==> src/rtl/mdu_pkg.sv <==
// Shared definitions for the multiply/divide unit: operation encodings,
// controller states and the magnitude helper used for signed division.
package mdu_pkg;

   localparam logic [2:0] MD_MULT  = 3'b000;
   localparam logic [2:0] MD_MULTU = 3'b001;
   localparam logic [2:0] MD_DIV   = 3'b010;
   localparam logic [2:0] MD_DIVU  = 3'b011;
   localparam logic [2:0] MD_MTHI  = 3'b100;
   localparam logic [2:0] MD_MTLO  = 3'b101;

   typedef enum logic [1:0] {
      ST_IDLE    = 2'd0,
      ST_MUL_RUN = 2'd1,
      ST_DIV_RUN = 2'd2
   } mdu_state_e;

   // Two's-complement negate when neg is set; 0x80000000 maps to itself,
   // which is the correct unsigned magnitude.
   function automatic logic [31:0] mag32(input logic [31:0] x, input logic neg);
      return neg ? (32'd0 - x) : x;
   endfunction

endpackage

==> src/rtl/mdu_divider.sv <==
// Unsigned radix-2 restoring divider. quotient_o/remainder_o show the result
// of the step being taken this cycle, so the final step's result can be
// captured on the same edge that performs it.
module mdu_divider (
   input  logic        clk,
   input  logic        reset,
   input  logic        load_i,
   input  logic        step_i,
   input  logic        finish_i,
   input  logic [31:0] dividend_i,
   input  logic [31:0] divisor_i,
   output logic [31:0] quotient_o,
   output logic [31:0] remainder_o
);

   logic [31:0] rem_q, rem_d;
   logic [31:0] quo_q, quo_d;
   logic [31:0] dvs_q;
   logic [32:0] shifted_s;
   logic [33:0] diff_s;

   // One restoring step: shift in the next dividend bit and try to subtract.
   always_comb begin
      shifted_s = {rem_q, quo_q[31]};
      diff_s    = {1'b0, shifted_s} - {2'b00, dvs_q};
      if (diff_s[33] == 1'b0) begin
         rem_d = diff_s[31:0];
         quo_d = {quo_q[30:0], 1'b1};
      end else begin
         rem_d = shifted_s[31:0];
         quo_d = {quo_q[30:0], 1'b0};
      end
   end

   assign quotient_o  = quo_d;
   assign remainder_o = rem_d;

   // Quotient accumulates in the dividend register as its bits shift out.
   always_ff @(posedge clk) begin
      if (reset || finish_i) begin
         rem_q <= 32'd0;
         quo_q <= 32'd0;
         dvs_q <= 32'd0;
      end else if (load_i) begin
         rem_q <= 32'd0;
         quo_q <= dividend_i;
         dvs_q <= divisor_i;
      end else if (step_i) begin
         rem_q <= rem_d;
         quo_q <= quo_d;
      end else begin
         rem_q <= rem_q;
         quo_q <= quo_q;
         dvs_q <= dvs_q;
      end
   end

endmodule

==> src/rtl/mdu_hilo.sv <==
// MIPS multiply/divide unit with architectural HI/LO registers: fixed-latency
// MULT/MULTU, 32-step iterative DIV/DIVU, and MTHI/MTLO writes.
module mdu_hilo
   import mdu_pkg::*;
#(
   parameter int MULT_CYCLES = 5,
   parameter int DIV_CYCLES  = 32
) (
   input  logic        clk,
   input  logic        reset,
   input  logic        start,
   input  logic [2:0]  md_op,
   input  logic [31:0] rs_val,
   input  logic [31:0] rt_val,
   input  logic        hilo_sel,
   output logic        busy,
   output logic        done,
   output logic [31:0] hilo_out
);

   mdu_state_e  state_q, state_d;
   logic [4:0]  cnt_q, cnt_d;
   logic [31:0] hi_q, hi_d;
   logic [31:0] lo_q, lo_d;
   logic        busy_q, busy_d;
   logic        done_q, done_d;
   logic [31:0] op_a_q, op_a_d;
   logic [31:0] op_b_q, op_b_d;
   logic        sgn_q, sgn_d;
   logic        q_neg_q, q_neg_d;
   logic        r_neg_q, r_neg_d;
   logic        dz_q, dz_d;

   logic        div_load_s, div_step_s, div_finish_s;
   logic        rs_neg_s, rt_neg_s;
   logic [31:0] quotient_s, remainder_s;
   logic [63:0] ext_a_s, ext_b_s, product_s;

   assign rs_neg_s  = (md_op == MD_DIV) && rs_val[31];
   assign rt_neg_s  = (md_op == MD_DIV) && rt_val[31];
   assign ext_a_s   = {{32{sgn_q & op_a_q[31]}}, op_a_q};
   assign ext_b_s   = {{32{sgn_q & op_b_q[31]}}, op_b_q};
   assign product_s = ext_a_s * ext_b_s;

   mdu_divider u_div (
      .clk         (clk),
      .reset       (reset),
      .load_i      (div_load_s),
      .step_i      (div_step_s),
      .finish_i    (div_finish_s),
      .dividend_i  (mag32(rs_val, rs_neg_s)),
      .divisor_i   (mag32(rt_val, rt_neg_s)),
      .quotient_o  (quotient_s),
      .remainder_o (remainder_s)
   );

   // Controller next-state, operand capture and HI/LO update.
   always_comb begin
      state_d      = state_q;
      cnt_d        = cnt_q;
      hi_d         = hi_q;
      lo_d         = lo_q;
      busy_d       = busy_q;
      done_d       = 1'b0;
      op_a_d       = op_a_q;
      op_b_d       = op_b_q;
      sgn_d        = sgn_q;
      q_neg_d      = q_neg_q;
      r_neg_d      = r_neg_q;
      dz_d         = dz_q;
      div_load_s   = 1'b0;
      div_step_s   = 1'b0;
      div_finish_s = 1'b0;
      case (state_q)
         ST_IDLE: begin
            if (start) begin
               case (md_op)
                  MD_MULT, MD_MULTU: begin
                     op_a_d  = rs_val;
                     op_b_d  = rt_val;
                     sgn_d   = (md_op == MD_MULT);
                     cnt_d   = 5'(MULT_CYCLES - 1);
                     busy_d  = 1'b1;
                     state_d = ST_MUL_RUN;
                  end
                  MD_DIV, MD_DIVU: begin
                     q_neg_d    = rs_neg_s ^ rt_neg_s;
                     r_neg_d    = rs_neg_s;
                     div_load_s = 1'b1;
                     busy_d     = 1'b1;
                     state_d    = ST_DIV_RUN;
                     if (rt_val == 32'd0) begin
                        dz_d  = 1'b1;
                        cnt_d = 5'd0;
                     end else begin
                        dz_d  = 1'b0;
                        cnt_d = 5'(DIV_CYCLES - 1);
                     end
                  end
                  MD_MTHI: hi_d = rs_val;
                  MD_MTLO: lo_d = rs_val;
                  default: state_d = ST_IDLE;
               endcase
            end else begin
               state_d = ST_IDLE;
            end
         end
         ST_MUL_RUN: begin
            if (cnt_q == 5'd0) begin
               {hi_d, lo_d} = product_s;
               busy_d       = 1'b0;
               done_d       = 1'b1;
               state_d      = ST_IDLE;
            end else begin
               cnt_d = cnt_q - 5'd1;
            end
         end
         ST_DIV_RUN: begin
            div_step_s = !dz_q;
            if (cnt_q == 5'd0) begin
               div_finish_s = 1'b1;
               if (!dz_q) begin
                  lo_d = mag32(quotient_s, q_neg_q);
                  hi_d = mag32(remainder_s, r_neg_q);
               end else begin
                  lo_d = lo_q;
                  hi_d = hi_q;
               end
               busy_d  = 1'b0;
               done_d  = 1'b1;
               state_d = ST_IDLE;
            end else begin
               cnt_d = cnt_q - 5'd1;
            end
         end
         default: begin
            busy_d  = 1'b0;
            state_d = ST_IDLE;
         end
      endcase
   end

   // State registers; reset aborts any in-flight operation.
   always_ff @(posedge clk) begin
      if (reset) begin
         state_q <= ST_IDLE;
         cnt_q   <= 5'd0;
         hi_q    <= 32'd0;
         lo_q    <= 32'd0;
         busy_q  <= 1'b0;
         done_q  <= 1'b0;
         op_a_q  <= 32'd0;
         op_b_q  <= 32'd0;
         sgn_q   <= 1'b0;
         q_neg_q <= 1'b0;
         r_neg_q <= 1'b0;
         dz_q    <= 1'b0;
      end else begin
         state_q <= state_d;
         cnt_q   <= cnt_d;
         hi_q    <= hi_d;
         lo_q    <= lo_d;
         busy_q  <= busy_d;
         done_q  <= done_d;
         op_a_q  <= op_a_d;
         op_b_q  <= op_b_d;
         sgn_q   <= sgn_d;
         q_neg_q <= q_neg_d;
         r_neg_q <= r_neg_d;
         dz_q    <= dz_d;
      end
   end

   assign busy     = busy_q;
   assign done     = done_q;
   assign hilo_out = hilo_sel ? hi_q : lo_q;

endmodule
==> config.mk <==
export PLATFORM = sky130hd
export DESIGN_NAME = mdu_hilo
export DESIGN_NICKNAME = d
export VERILOG_FILES = /design/src/rtl/mdu_pkg.sv /design/src/rtl/mdu_divider.sv /design/src/rtl/mdu_hilo.sv
export SDC_FILE = /design/constraint.sdc
export NUM_CORES = 2
export LEC_CHECK = 0
export BUFFER_PORTS_ARGS = -buffer_cell sky130_fd_sc_hd__buf_2
export CAP_MARGIN = 20
export CORE_UTILIZATION = 55
export DETAILED_ROUTE_END_ITERATION = 7
export PLACE_DENSITY = 0.71
export RECOVER_POWER = 25
export SYNTH_ARGS = -nofsm -noshare
export SYNTH_HDL_FRONTEND = slang
export SYNTH_SLANG_ARGS = --single-unit
==> constraint.sdc <==
create_clock -name clk -period 15.2 [get_ports clk]
set_clock_uncertainty 0.05 [all_clocks]
set_input_delay 0.76 -clock clk [delete_from_list [all_inputs] [get_ports clk]]
set_output_delay 0.76 -clock clk [all_outputs]
set_load 0.1 [all_outputs]
## Yosys cells after proc, flatten, opt, wreduce, memory -nomap -nowiden

Index checks and enable logic that the tools add are counted.

| operators by class | value |
|---|---|
| bitwise logic cells | 4 |
| reductions and logical operators | 25 |
| mux-type cells | 41 |
| equal/unequal tests | 18 |
| add/subtract/negate cells | 6 |
| multipliers | 1 |

Operators by type and width:

| kind | count |
|---|---|
| $mux 32 | 18 |
| $pmux 32 s3 | 2 |
| $sub 1x32->32 const A | 4 |
| $mul 33x33->64 | 1 |
| $sub 33x32->34 | 1 |
| $logic_not 32->1 | 1 |
| $pmux 5 s2 | 2 |
| $mux 5 | 3 |
| $ne 2x2->1 const B | 6 |
| $reduce_and 6->1 | 2 |
| $reduce_or 2->1 | 6 |
| $mux 1 | 11 |
| $reduce_and 3->1 | 3 |
| $eq 3x2->1 const B | 2 |
| $eq 3x3->1 const B | 2 |
| $ne 2x1->1 const B | 3 |
| $pmux 2 s3 | 1 |
| $logic_not 5->1 | 1 |
| $sub 5x1->5 const B | 1 |
| $mux 2 | 2 |
| $pmux 2 s2 | 1 |
| $reduce_and 4->1 | 1 |
| $reduce_bool 2->1 | 2 |
| $reduce_or 4->1 | 1 |
| other kinds (16) | 18 |

| storage, ports and cells | value |
|---|---|
| register bits after elaboration | 237 |
| logic and storage cells | 110 |
| input port bits | 71 |
| output and inout bits | 34 |

## Longest topological paths before layout

| depth | value |
|---|---|
| depth in word-level cells | 7 |
| gate-level depth with buffers | 33 |
| depth with buffers taken out | 30 |

## Modules after synthesis

Synthesis repeated with hierarchy kept, for this count alone.

| unflattened totals | value |
|---|---|
| cells, all modules | 6,127 |
| area, all modules | 52,928.3 µm² |

By module, submodules not included:

| module | sequential area each (µm²) | times used | cells each | area an instance (µm²) |
|---|---|---|---|---|
| mdu_hilo | 2,822.7 | 1 | 5,407 | 46,942.5 |
| mdu_divider | 1,921.8 | 1 | 720 | 5,985.7 |

## Worst setup path after synthesis

No wires, ideal clock.

| timing path | value |
|---|---|
| path type | reg-to-reg |
| from | register op_a_q[31] |
| to | register hi_q[30] |
| setup time | 0.114 ns |
| period minus slack after synthesis | 8.320 ns |
| data arrival time | 8.156 ns |
| stages on the path, launching flop included | 32 |
| path slack | 6.880 ns |
| cells stage by stage | dfxtp_1 clkbuf_1 and2_1 clkbuf_1 nand2_1 inv_1 fa_1 inv_1 fa_1 inv_1 fa_1 fa_1 inv_1 fa_1 inv_1 fa_1 inv_1 fa_1 fa_1 inv_1 ha_1 a21o_1 a21o_1 a21o_1 a21o_1 a211oi_1 o21ai_0 a31o_2 nand4_1 mux2i_1 a211o_1 a21o_1 |

| on the way | value |
|---|---|
| longest elaborated chain between the ends | 4 |

Ends and longest elaborated chain:

| element | RTL line | RTL |
|---|---|---|
| start: declaration | mdu_hilo.sv:27 | `logic [31:0] op_a_q, op_a_d;` |
| start signal: assignment | mdu_hilo.sv:165 | `op_a_q <= op_a_d;` |
| $and 1x1->1 | mdu_hilo.sv:41 | `assign ext_a_s = {{32{sgn_q & op_a_q[31]}}, op_a_q};` |
| $mul 33x33->64 * | mdu_hilo.sv:43 | `assign product_s = ext_a_s * ext_b_s;` |
| $mux 32 * | mdu_hilo.sv:109 | `if (cnt_q == 5'd0) begin` |
| $pmux 32 s3 * | mdu_hilo.sv:74 | `case (state_q)` |
| end signal: assignment | mdu_hilo.sv:161 | `hi_q <= hi_d;` |
| end: declaration | mdu_hilo.sv:23 | `logic [31:0] hi_q, hi_d;` |

Every way passes the cells marked *; elsewhere a longest branch is shown, timed or not. The select of a mux whose other input is x is not followed.
A chain may end at the register's enable or synchronous reset.

## Final worst setup path

| timing path | value |
|---|---|
| from | register sgn_q |
| to | register hi_q[22] |

| on the way | value |
|---|---|
| longest elaborated chain between the ends | 4 |
| elaborated cells between the ends (all ways) | 5 |
| classes of those cells | 1 x mul; 2 x mux; 2 x bitwise |

Ends and longest elaborated chain:

| element | RTL line | RTL |
|---|---|---|
| start: declaration | mdu_hilo.sv:29 | `logic sgn_q, sgn_d;` |
| start signal: assignment | mdu_hilo.sv:167 | `sgn_q <= sgn_d;` |
| $and 1x1->1, on equally long branches | mdu_hilo.sv:41, mdu_hilo.sv:42 |  |
| $mul 33x33->64 * | mdu_hilo.sv:43 |  |
| $mux 32 * | mdu_hilo.sv:109 |  |
| $pmux 32 s3 * | mdu_hilo.sv:74 |  |

Marked as above.

==> impl_metrics.py <==
metrics = {
    "sta": {
        "finalCritPeriodShare": 0.644,
        "rsz0062_at_grt": "no",
        "setup-violations-final": 0,
        "maxSlewViolCount": 178,
        "period_needed_ns": 9.78,
        "max_freq_ghz": 0.102,
        "tns_ns": 0,
        "worstMarginPinSlew_ns": 3.59,
        "max-slew-margin-rel": -1.39,
        "finalHoldViolCount": 0,
    },
    "grt": {
        "grt_max_degree": 73,
        "antenna_found_initial": 8,
        "overflow": 0,
        "grt_pass1_wl_mm": 243,
        "first_global_vias": 43900,
        "grt_usage": 0.312,
    },
    "run": {
        "cap_violations": 3,
    },
    "routing": {
        "drt_wl_total_mm": 148,
        "ant_nets": 0,
        "drt_drc_violations_left": 0,
        "drt_iter0_drc": 3647,
        "firstDrtPassIters": 6,
        "via_per_inst": 5.76,
        "wl_per_cell_um": 20.2,
        "vias": 42400,
    },
    "floorplanning": {
        "die_area_mm2": 0.0981,
        "die_w_um": 313,
        "num_rows": 113,
        "initial_core_util": 0.558,
        "core_mm2": 0.0954,
        "die_h_um": 313,
        "boundaryPins": 105,
    },
    "finish": {
        "area_growth_pct": 4.09,
        "layout.nets": 7525,
        "drive_above_1_share": 0.0513,
    },
    "logic_synthesis": {
        "netlist_instances": 6242,
        "ys_warn_count": 0,
        "synth_async_sr_flop_share": 0,
        "synthFlopType": "dfxtp_1",
        "yosysTopAreaCell": "fa_1",
        "synth.distinct_cells": 93,
        "synth.top_cell.area_share": 0.423,
        "syn_nets": 7692,
        "ys_ff_latch": 237,
        "avgSynthCellArea_um2": 8.54,
        "synth_edf_count": 0,
        "synth.cell_area_mm2": 0.0533,
        "yosys-top-cells-area": "fa_1 (42%), dfxtp_1 (8.9%), inv_1 (8.4%)",
        "ys_seq_area_frac": 0.0890,
    },
    "power_and_ir_drop": {
        "power_density_mw_per_mm2": 40.2,
        "p_total_mw": 2.23,
        "peakVddDrop_v": 0.0000850,
        "total_leakage_power_nw": 25.9,
    },
    "clock_tree": {
        "path_clk_slew_ns": 0.08,
        "clk_latency_ns": 0.58,
        "clock-sinks": 237,
        "tritoncts": "yes",
        "htreeDepth": 1,
        "root_buffer": "clkbuf_16",
        "cts_buffer_depth": 3,
        "ctsHoldBuffers": 0,
        "post_cts_buffers": 0,
        "cts_buffers": 27,
        "cts_resized": 0,
    },
    "placement": {
        "post-dp-hpwl_mm": 118,
        "io_buffer_count": 104,
        "place_congestion": 0.970,
    },
    "worst_setup_path": {
        "crit_path_start_kind": "flip-flop",
        "cp_slowest_stage_delay_ns": 0.98,
        "critPathMaxFanout": 22,
        "path_common_cell": "fa_1",
        "cp.required_ns": 15.43,
        "end_kind": "flip-flop",
        "slowest_stage": "dfxtp_1",
        "path_class": "flip-flop to flip-flop",
        "crit_arrival_ns": 10.02,
    },
    "outcome": {
        "violations": "capacitance limit, slew limit",
        "status": "finished with violations",
    },
    "worst_hold_path": {
        "holdCritPathClass": "flip-flop to flip-flop",
    },
}
==> worst max-delay path: cells and delay by family, from the launching register on <==
kind / cells / cell delay, ns
xor gates and xnor gates: 1 / 0.12
AOI/OAI and AO/OA: 10 / 2.62
and+or+nand+nor: 3 / 0.93
adders and majority gates: 9 / 4.27
DFF: 1 / 0.98
buffers and inverters: 5 / 0.52
==> metrics by stage <==
step | hold slack [ns] | std cells | util | instance area, um2 | setup WS [ns]
2_1_floorplan | 0.378 | 6242 | - | 53300 | 6.88
3_5_place_dp | 0.396 | 7310 | 0.572 | 54600 | 5.56
6_report | 0.402 | 7365 | 0.581 | 55500 | 5.42
3_3_place_gp | 0.388 | 7310 | 0.572 | 54600 | 5.70
5_1_grt | 0.430 | 7364 | 0.581 | 55500 | 4.80
4_1_cts | 0.405 | 7360 | 0.581 | 55500 | 5.61
==> state kept, by name (all words and copies together), names as in the netlist <==
register / count
hi_q: 32
lo_q: 32
op_a_q: 32
op_b_q: 32
u_div.dvs_q: 32
u_div.quo_q: 32
u_div.rem_q: 32
cnt_q: 5
state_q: 2
busy: 1
done: 1
dz_q: 1
q_neg_q: 1
r_neg_q: 1
sgn_q: 1
==> metal layers <==
layer  routed length [um]  track usage
met1                60400        0.427
met2                71200        0.517
met3                11400       0.0414
met4                 5350       0.0973
met5                   29            0
==> synthesized netlist by cell type (13+ instances only) <==
master,count
nor4_1,20
and3_1,30
xor2_1,78
o31ai_1,25
nor3_1,50
nand4_1,28
o21a_1,13
a211oi_1,82
a21oi_1,258
nand3_1,34
mux2_2,32
or3_1,24
ha_1,253
nand2_1,1083
inv_1,1186
o41ai_1,13
clkbuf_1,357
o21ai_0,100
xnor2_1,142
a221oi_1,34
dfxtp_1,237
o21bai_1,19
and2_1,356
mux2i_1,21
nand2b_1,20
fa_1,1126
a311oi_1,41
a21o_1,48
a31oi_1,21
buf_1,15
nor2_1,279
==> worst paths after layout <==
path,slack (ns),endpoint,startpoint,cells past startpoint
setup / recovery,5.42,hi_q[22]$_SDFFE_PP0P_,sgn_q$_SDFFE_PP0P_,28
hold / removal,0.40,op_b_q[18]$_SDFFE_PP0P_,op_b_q[18]$_SDFFE_PP0P_,2
setup reg to reg,5.42,hi_q[22]$_SDFFE_PP0P_,sgn_q$_SDFFE_PP0P_,28
hold reg to reg,0.40,op_b_q[18]$_SDFFE_PP0P_,op_b_q[18]$_SDFFE_PP0P_,2
==> kinds of logic after synthesis <==
| family | count (synthesis) | share of synthesized area |
|---|---|---|
| buffers and inverters | 1571 | 0.111 |
| multiplexers | 54 | 0.0110 |
| flip-flops | 237 | 0.0890 |
| XOR/XNOR | 220 | 0.0362 |
| adder cells (fa/ha/maj) | 1379 | 0.482 |
| AND/OR/NAND/NOR | 1993 | 0.170 |
| AO/OA/AOI/OAI | 788 | 0.100 |
==> power breakdown <==
group	switching (mW)	total (mW)	internal, mW
Sequential	0.0313	0.683	0.652
Clock	0.290	0.660	0.369
Combinational	0.618	0.890	0.272
==> placed cells by master, fill, tap and decap left out, types with 12 or more instances in the layout <==
| cell type | count |
|---|---|
| o211ai_1 | 12 |
| o31ai_1 | 25 |
| mux2_2 | 32 |
| a311oi_1 | 41 |
| nor2_1 | 277 |
| nand4_1 | 28 |
| a2111oi_0 | 12 |
| o41ai_1 | 13 |
| inv_1 | 1186 |
| nand2_1 | 1082 |
| buf_4 | 81 |
| a31oi_1 | 21 |
| nor3_1 | 50 |
| o21ai_0 | 99 |
| and2_1 | 356 |
| fa_1 | 1126 |
| nand3_1 | 34 |
| ha_1 | 251 |
| a21o_1 | 47 |
| nand2b_1 | 20 |
| xnor2_1 | 142 |
| xor2_1 | 78 |
| buf_2 | 101 |
| and3_1 | 30 |
| nor4_1 | 20 |
| o21a_1 | 13 |
| a211oi_1 | 82 |
| clkbuf_1 | 16 |
| dfxtp_1 | 227 |
| clkbuf_16 | 27 |
| or3_1 | 23 |
| a21oi_1 | 258 |
| a221o_1 | 12 |
| a221oi_1 | 34 |
| mux2i_1 | 21 |
| o21bai_1 | 19 |
==> cell type report <==
type / count / area (um2)
fill: 8652 / 40000
antenna: 4 / 10.0
multi-input combinational: 4434 / 42700
sequential: 237 / 4760
clock buffer: 39 / 731
timing repair buffer: 188 / 1150
clock inverter: 11 / 115
inverter: 1187 / 4460
tap: 1265 / 1580
(Power assumes the default switching activity.)
